## src/rtl/pipeline_ctrl.sv

```systemverilog
// pipeline_ctrl: hazard interlock and branch-flush sequencer for the
// 5-stage RISC-V pipeline. The datapath has no forwarding, so a per-register
// scoreboard of in-flight writes holds ID until each producer reaches WB.
//
// Ports:
//   i_clk, i_rst_n            clock, async active-low reset
//   i_id_*                    ID-stage instruction: valid, sources, dest, RegWrite
//   i_ex_branch_taken         EX resolved a taken branch this cycle
//   i_wb_valid, i_wb_rd       register-file write in WB
//   o_pc_en, o_ifid_en        front-end advance enables
//   o_ifid_flush              load NOP into IF/ID
//   o_idex_bubble             load NOP into ID/EX
//   o_issue                   ID instruction advances to EX at this edge
//   o_stall_count             saturating interlock-cycle counter
//   o_err                     sticky scoreboard overflow/underflow

// One 2-bit pending-write counter. An illegal step leaves the count
// unchanged and raises a one-cycle error pulse.
module pend_cnt (
  input  logic       i_clk,
  input  logic       i_rst_n,
  input  logic       i_inc,
  input  logic       i_dec,
  output logic [1:0] o_cnt,
  output logic       o_err
);
  logic [1:0] cnt_q, cnt_d;

  always_comb begin
    cnt_d = cnt_q;
    o_err = 1'b0;
    if (i_inc && !i_dec) begin
      if (cnt_q == 2'd3) o_err = 1'b1;
      else               cnt_d = cnt_q + 2'd1;
    end else if (i_dec && !i_inc) begin
      if (cnt_q == 2'd0) o_err = 1'b1;
      else               cnt_d = cnt_q - 2'd1;
    end
  end

  always_ff @(posedge i_clk or negedge i_rst_n)
    if (!i_rst_n) cnt_q <= '0;
    else          cnt_q <= cnt_d;

  assign o_cnt = cnt_q;
endmodule

module pipeline_ctrl #(
  parameter int FLUSH_EXTRA = 0,
  parameter int CNT_W       = 16
) (
  input  logic             i_clk,
  input  logic             i_rst_n,
  input  logic             i_id_valid,
  input  logic [4:0]       i_id_rs1,
  input  logic [4:0]       i_id_rs2,
  input  logic             i_id_uses_rs1,
  input  logic             i_id_uses_rs2,
  input  logic [4:0]       i_id_rd,
  input  logic             i_id_RegWrite,
  input  logic             i_ex_branch_taken,
  input  logic             i_wb_valid,
  input  logic [4:0]       i_wb_rd,
  output logic             o_pc_en,
  output logic             o_ifid_en,
  output logic             o_ifid_flush,
  output logic             o_idex_bubble,
  output logic             o_issue,
  output logic [CNT_W-1:0] o_stall_count,
  output logic             o_err
);
  localparam logic [2:0] FE = FLUSH_EXTRA[2:0];

  typedef enum logic [1:0] {RUN, STALL, FLUSH} state_t;

  state_t           state_q, state_d;
  logic [2:0]       fcnt_q, fcnt_d;
  logic [CNT_W-1:0] scnt_q;
  logic             err_q;

  logic [31:0][1:0] pend;
  logic [31:0]      err_v;
  logic             hazard, flush_now, stall_now, issue;

  // x0 is never tracked: constant zero, no counter.
  assign pend[0]  = 2'd0;
  assign err_v[0] = 1'b0;

  for (genvar r = 1; r < 32; r++) begin : g_sb
    pend_cnt u_pend (
      .i_clk  (i_clk),
      .i_rst_n(i_rst_n),
      .i_inc  (issue && i_id_RegWrite && (i_id_rd == 5'(r))),
      .i_dec  (i_wb_valid && (i_wb_rd == 5'(r))),
      .o_cnt  (pend[r]),
      .o_err  (err_v[r])
    );
  end

  // Registered scoreboard only: a WB in this cycle does not unblock ID
  // until the next cycle.
  assign hazard = (i_id_uses_rs1 && (pend[i_id_rs1] != 2'd0)) ||
                  (i_id_uses_rs2 && (pend[i_id_rs2] != 2'd0));

  assign flush_now = i_ex_branch_taken || (state_q == FLUSH);
  assign stall_now = !flush_now && i_id_valid && hazard;
  assign issue     = i_rst_n && i_id_valid && !stall_now && !flush_now;

  // Outputs are forced to the "hold" pattern while reset is asserted.
  assign o_pc_en       = i_rst_n && !stall_now;
  assign o_ifid_en     = o_pc_en;
  assign o_ifid_flush  = i_rst_n && flush_now;
  assign o_idex_bubble = !i_rst_n || stall_now || flush_now;
  assign o_issue       = issue;
  assign o_stall_count = scnt_q;
  assign o_err         = err_q;

  always_comb begin
    state_d = state_q;
    fcnt_d  = fcnt_q;
    if (i_ex_branch_taken) begin
      // Branch wins everywhere; with no extra cycles the resolution
      // cycle alone is the whole flush.
      if (FE != 3'd0) begin
        state_d = FLUSH;
        fcnt_d  = FE;
      end else begin
        state_d = RUN;
        fcnt_d  = 3'd0;
      end
    end else begin
      case (state_q)
        RUN:     if (stall_now) state_d = STALL;
        STALL:   if (!stall_now) state_d = RUN;
        FLUSH: begin
          fcnt_d = fcnt_q - 3'd1;
          if (fcnt_q <= 3'd1) begin
            state_d = RUN;
            fcnt_d  = 3'd0;
          end
        end
        default: state_d = RUN;
      endcase
    end
  end

  always_ff @(posedge i_clk or negedge i_rst_n)
    if (!i_rst_n) begin
      state_q <= RUN;
      fcnt_q  <= '0;
      scnt_q  <= '0;
      err_q   <= 1'b0;
    end else begin
      state_q <= state_d;
      fcnt_q  <= fcnt_d;
      if (stall_now && (scnt_q != '1)) scnt_q <= scnt_q + 1'b1;
      if (|err_v) err_q <= 1'b1;
    end
endmodule

```

## config.mk

```make
export PLATFORM = sky130hd
export DESIGN_NAME = pipeline_ctrl
export DESIGN_NICKNAME = d
export VERILOG_FILES = /design/src/rtl/pipeline_ctrl.sv
export SDC_FILE = /design/constraint.sdc
export NUM_CORES = 1
export LEC_CHECK = 0
export CORE_ASPECT_RATIO = 1.4
export CORE_MARGIN = 5
export CORE_UTILIZATION = 54
export CTS_CLUSTER_SIZE = 10
export DETAILED_ROUTE_END_ITERATION = 8
export PLACE_DENSITY = 0.77
export SYNTH_ARGS = -nofsm -noshare
export SYNTH_HDL_FRONTEND = slang
export SYNTH_HIERARCHICAL = 1
export SYNTH_SLANG_ARGS = --single-unit
```

## constraint.sdc

```tcl
create_clock -name i_clk -period 3.2 [get_ports i_clk]
set_input_delay 0.48 -clock i_clk [delete_from_list [all_inputs] [get_ports i_clk]]
set_output_delay 0.48 -clock i_clk [all_outputs]
set_load 0.005 [all_outputs]
```

-- After elaboration in Yosys (flattened, before gate mapping)
Index checks and enable logic that the tools add are counted.
- input bits: 28
- flip-flop bits (word level): 84
- output and inout port bits: 22
- logic and storage cells: 826
- $lt $le $gt $ge: 3
- eq/ne operators: 161
- $add $sub $neg: 64
- muxes and demuxes: 260
- reduce and logical (&&, ||, !) cells: 303
- operators with widths (operator ; number):
    two-way mux 2 bit ; 130
    == test 5 bit, second input constant ; 32
    logical AND 1 bit ; 135
    two-way mux 1 bit ; 124
    AND reduction 3 bit ; 32
    == test 5 x 4 -> 1 bit, second input constant ; 16
    nonzero test 2 bit ; 34
    zero test 1 bit ; 65
    == test 2 bit, second input constant ; 32
    zero test 2 bit ; 32
    adder 2 x 1 -> 2 bit, second input constant ; 31
    inequality test 2 x 1 -> 1 bit, second input constant ; 31
    inequality test 2 bit, second input constant ; 31
    subtractor 2 x 1 -> 2 bit, second input constant ; 31
    == test 5 x 3 -> 1 bit, second input constant ; 8
    OR reduction 31 bit ; 1
    binary-select mux 2 bit (select 5 bit) ; 2
    == test 5 x 2 -> 1 bit, second input constant ; 4
    adder 16 x 1 -> 16 bit, second input constant ; 1
    inequality test 16 bit, second input constant ; 1
    less-than comparator 5 x 6 -> 1 bit, second input constant ; 2
    == test 5 x 1 -> 1 bit, second input constant ; 2
    two-way mux 3 bit ; 3
    inequality test 3 bit, second input constant ; 2
    other kinds (6) ; 9

-- Logic depth before layout (Yosys ltp)
- word-level depth: 16
- mapped depth: 17

-- By module
The synthesis kept the hierarchy.
- modules (own cells, without submodules) (module ; seq. area each (um^2) ; area each (um^2) ; times used ; cells each):
    pend_cnt ; 50.0 ; 146.4 ; 31 ; 17
    pipeline_ctrl ; 425.4 ; 2178.3 ; 1 ; 296

-- Worst setup path after synthesis
OpenSTA, ideal clock, no wires.
- kind: input-to-reg
- start point: input port i_id_rs1[0]
- end point: register err_q (netlist: o_err)
- path buffers: 2
- arrival time: 3.229 ns
- stages: 17
- setup time: 0.127 ns
- slack: -0.157 ns
- cells stage by stage: buf_2 -> nor4b_1 -> a311oi_1 -> o21ai_0 -> mux2i_1 -> o221ai_1 -> nand3_2 -> buf_6 -> or3_4 -> nor3_2 -> ha_1 -> nor2_2 -> nand2_1 -> o21ai_1 -> nor4_1 -> nand4_1 -> or2_2
- longest elaborated chain between the ends: 16
- RTL lines (item ; RTL line ; text):
    start, declared ; 55 ; input logic [4:0] i_id_rs1,
    binary-select mux 2 bit (select 5 bit) * ; 102 ; assign hazard = (i_id_uses_rs1 && (pend[i_id_rs1] != 2'd0)) ||
    two-way mux 2 bit (implied by the code) * ; 102 ;
    nonzero test 2 bit * ; 102 ;
    logical AND 1 bit * ; 102 ;
    logical OR 1 bit * ; 102 ;
    logical AND 1 bit * ; 106 ; assign stall_now = !flush_now && i_id_valid && hazard;
    zero test 1 bit * ; - ;
    logical AND 1 bit * (2 in series) ; 107 ; assign issue = i_rst_n && i_id_valid && !stall_now && !flush_now;
    logical AND 1 bit * (2 in series) ; 93 ; .i_inc (issue && i_id_RegWrite && (i_id_rd == 5'(r))),
    zero test 1 bit ; 35 ; end else if (i_dec && !i_inc) begin
    logical AND 1 bit ; 35 ;
    two-way mux 1 bit ; 35 ;
    two-way mux 1 bit * ; 32 ; if (i_inc && !i_dec) begin
    named net err_v[17] ; 82 ; logic [31:0] err_v;
    OR reduction 31 bit * ; 157 ; if (|err_v) err_q <= 1'b1;
    end signal, assigned ; 152 ; err_q <= 1'b0;
    end signal, assigned ; 157 ;
    end, declared ; 79 ; logic err_q;
Mark *: on every way through the listed nets, which the timed path passes. The rest lies on a longest branch. The select of a mux whose other input is x is not followed.
A chain may end at the register's enable or synchronous reset.

-- Final worst setup path
- start point: register g_sb[4].u_pend.cnt_q[0]
- end point: register err_q (netlist: o_err)
- longest elaborated chain between the ends: 16
- RTL lines (item ; RTL line ; text):
    start, declared ; 27 ; logic [1:0] cnt_q, cnt_d;
    start signal, assigned ; 43 ; else cnt_q <= cnt_d;
    binary-select mux 2 bit (select 5 bit) (on tied branches) ; 102, 103 ;
    two-way mux 2 bit (on tied branches) ; 102, 103 ;
    nonzero test 2 bit (on tied branches) ; 102, 103 ;
    logical AND 1 bit (on tied branches) ; 102, 103 ;
    logical OR 1 bit * ; 102 ;
    logical AND 1 bit * ; 106 ;
    zero test 1 bit * ; - ;
    logical AND 1 bit * (2 in series) ; 107 ;
    logical AND 1 bit * (2 in series) ; 93 ;
    zero test 1 bit ; 35 ;
    logical AND 1 bit ; 35 ;
    two-way mux 1 bit ; 35 ;
    two-way mux 1 bit * ; 32 ;
    named net err_v[19] ; 82 ;
    OR reduction 31 bit * ; 157 ;
Marked as above.

==> key figures <==
Routing
  – First-iteration detailed-routing DRC count: ~590
  – WL final: approximately 22 mm
  – Avg WL per Cell: between 15 and 20 µm
  – Via Count: 7363
  – Residual DRC: 0
  – First-pass DRT Iterations: 6
  – DRT antenna net count: 0
  – Via density: a little over 6

Synth
  – Mapped Avg Cell Area: 8.16 µm²
  – Post-synthesis sequential area ratio: just under 30%
  – #FFs+latches synth: around 80
  – Post-synth EDFFs: 0
  – Most numerous cell in the Yosys netlist: nand2_1
  – Yosys warns: 6
  – Top cells by count, synth: nand2_1 (110), dfrtp_1 (79), nor2_1 (74), inv_1 (69), o21ai_0 (67)
  – Post-Synthesis Cells: between 800 and 900
  – Top_reg_cell synth: dfrtp_1
  – Count of cell types in the netlist: 50
  – Mapped Area: 0.00672 mm²
  – Top cell type's share of synthesized area: 29.4%
  – Ys async rst share: 100%
  – Synth area leaders: dfrtp_1 (29%), ha_1 (12%), nand2_1 (6.1%)
  – Synth area leader: dfrtp_1
  – Syn Nets: between 900 and 1000

Layout
  – Area grow syn2layout: 44.0%
  – N_diodes: 0
  – Share of cells above drive strength 1: roughly 36%
  – FILL cells: around 800
  – Nets@finish: between 1000 and 1500

Setup path
  – CP arrival: between 3 and 4 ns
  – CP startpoint kind: flip-flop
  – Critical Path End Type: flip-flop
  – Max FO, Critical Path: 5
  – R2R depth: 16
  – CP required: between 3 and 4 ns
  – Launch point of the worst reg-to-reg path: g_sb[4].u_pend/o_cnt[0]
  – CP top delay family: simple AND/OR/NAND/NOR gates
  – Worst path cell trace: nor3_2, a21oi_1, mux4_2, nor2b_4, o21ai_2, nand3_2, or3_4, buf_6, nor3_4, ha_2, nor2_2, nand2_1, o21ai_2, nor4_2, nand4_1, or2_4
  – Critical path class: reg -> reg
  – WP buf/inv: 1
  – R2R Setup Slk: -0.42 ns
  – Cell with the largest stage delay on the worst path: mux4_2
  – R2R Path End: o_err
  – Crit path largest cell delay: approximately 0.46 ns
  – Critical Path Most Common Cell: o21ai_2

Pwr
  – Leak: around 0.0040 µW
  – Pwr/cell area: around 260 mW/mm²
  – Sequential share of power: approximately two fifths
  – Worst vdd ir: around 0.00023 V
  – Switching Power: 677 µW
  – Internal power: 1850 µW
  – Combinational power share: ~15%
  – Part of the power in the clock network: between 40% and 50%
  – Switch share: between 20% and 30%

Floorplan
  – Die W: 104 µm
  – Ports: 50
  – Die area: about 0.015 mm²
  – Die Ht: approximately 140 µm
  – Initial core utilization: about 55%
  – Std-Cell Rows: 48
  – Core area: 0.0123 mm²

Timing
  – Post-route minimum period: ~3.6 ns
  – Achievable frequency: around 0.28 GHz
  – Worst rel slew slack: between 50% and 60%
  – Setup TNS: -0.880 ns
  – Fin. Hold Viols: 0
  – Worst slack on hold paths: ~0.18 ns
  – Measured slew at the worst slew-check pin: roughly 0.67 ns
  – Clk_skew: between 0.007 and 0.008 ns
  – RSZ-0062 raised after global routing: yes
  – Final setup fails: 5
  – Fin crit share: 113%
  – Fin worst setup slack: -0.417 ns
  – Fin. max-slew vios: 0

GRT
  – First-pass GRT wire length: between 30 and 40 mm
  – Grt total ovfl: 0
  – Vias in the first global route: 7410
  – Total global-route track usage: 29.3%
  – Largest net degree at the start of global routing: 51
  – Initial antenna violation count: 0

CTS
  – Number of CTS-inserted buffers: 9
  – Worst-Skew Late Latency: 0.35 ns
  – Clock Tree Root: clkbuf_16
  – CTS clk-pin slew, worst paths: about 0.070 ns
  – H-tree levels: 3
  – Clk sinks: 79
  – CTS tree: yes
  – Max clock buf depth: 2

Place
  – GP Congestion: approximately 0.98
  – Port Buffers: 49
  – Post-DP HPWL: around 16 mm

Min path
  – Hold crit path type: in -> async

Job
  – Max cap viols: 0

Outcome
  – Status: complete, but fails checks
  – Failing checks: negative setup slack
## worst max path at each step
stage	start	to	slack (ns)	depth (start not counted)
floorplan	i_id_rs1[1]	o_err	0.001	16
global placement	i_id_rs1[1]	o_err	-1.21	18
detailed placement	i_id_rs1[1]	o_err	-1.27	18
CTS	g_sb[5].u_pend/o_cnt[1]	o_err	-0.47	16
global route	g_sb[7].u_pend/o_cnt[0]	o_err	-0.56	17
finish	g_sb[4].u_pend/o_cnt[0]	o_err	-0.42	16
## state kept, by name (all words and copies together), names as in the netlist
name               flops
g_sb.u_pend/o_cnt     62
o_err                  1
o_stall_count         16
## cell type report
type	instances	area (µm²)	area share, %
multi-input combinational	657	4910	50.7
timing repair buffer	246	2030	21.0
sequential	79	1980	20.4
inverter	69	259	2.68
clock buffer	10	239	2.47
tap	150	188	1.94
clock inverter	6	70.1	0.724
## routing by layer
metal	track usage, %	wire length (µm)	vias to the layer above
li1	-	-	3358
met5	0	0	-
met3	4.31	1170	118
met1	30.9	8160	3549
met2	53.8	11500	338
met4	19.8	1600	0
## repair_timing
item,CTS,global route
hold endpoints to repair,2,0
setup buffers,15,5
gates cloned,0,0
pin swaps,24,18
setup endpoints to repair,63,46
hold buffers,1,0
gates resized for setup,50,56
## power by group through the flow
stage          logic [µW]  registers (µW)  clock network [µW]
6_report              390            1060                1080
5_1_grt               417            1060                1140
4_1_cts               373            1060                1080
3_5_place_dp          357            1080                   0
3_3_place_gp          343            1070                   0
2_1_floorplan         146            1070                   0
## cells in the final DEF, fill, tap and decap left out, drive strengths merged, types with 7 or more instances in the layout
| cell | netlist | final |
|---|---|---|
| dfrtp | 79 | 79 |
| clkbuf | 7 | 11 |
| nor2 | 105 | 105 |
| nor2b | 34 | 34 |
| o21ai | 99 | 99 |
| nand2b | 8 | 8 |
| nand3 | 38 | 38 |
| nor4 | 16 | 16 |
| ha | 63 | 63 |
| a21boi | 31 | 31 |
| mux4 | 10 | 10 |
| xnor2 | 14 | 14 |
| and3 | 11 | 11 |
| clkdlybuf4s50 | 0 | 38 |
| nor3 | 30 | 30 |
| nand4 | 14 | 14 |
| inv | 69 | 69 |
| buf | 11 | 198 |
| dlygate4sd2 | 0 | 7 |
| nand2 | 110 | 110 |
| o31ai | 31 | 31 |
## metrics by stage
step | setup slack, ns | std cells | total power [µW] | util [%] | instance area (µm²)
floorplan | 0.000951 | 823 | 1220 | - | 6860
global placement | -1.21 | 1181 | 1410 | 71.9 | 8810
detailed placement | -1.27 | 1181 | 1430 | 71.9 | 8810
CTS | -0.468 | 1213 | 2510 | 76.6 | 9390
global route | -0.561 | 1217 | 2620 | 79.0 | 9670
finish | -0.417 | 1217 | 2520 | 79.0 | 9670
## kinds of logic (layout without fill, tap and decap cells)
kind of cell,count (synthesis),after routing,synth area share (%)
muxes,13,13,4.01
xor gates and xnor gates,14,14,1.83
buffers and inverters,87,331,5.35
AOI/OAI and AO/OA,180,180,18.8
adders and majority gates,63,63,11.7
and+or+nand+nor,387,387,28.9
DFF,79,79,29.4
## worst reg2reg max path: stages (launching register included)
cell,delay [ns]
dfrtp_1,0.40
nor3_2,0.22
a21oi_1,0.07
mux4_2,0.46
nor2b_4,0.14
o21ai_2,0.14
nand3_2,0.13
or3_4,0.43
buf_6,0.15
nor3_4,0.16
ha_2,0.24
nor2_2,0.06
nand2_1,0.08
o21ai_2,0.06
nor4_2,0.26
nand4_1,0.24
or2_4,0.28
Power figures use the tool's default switching activity.
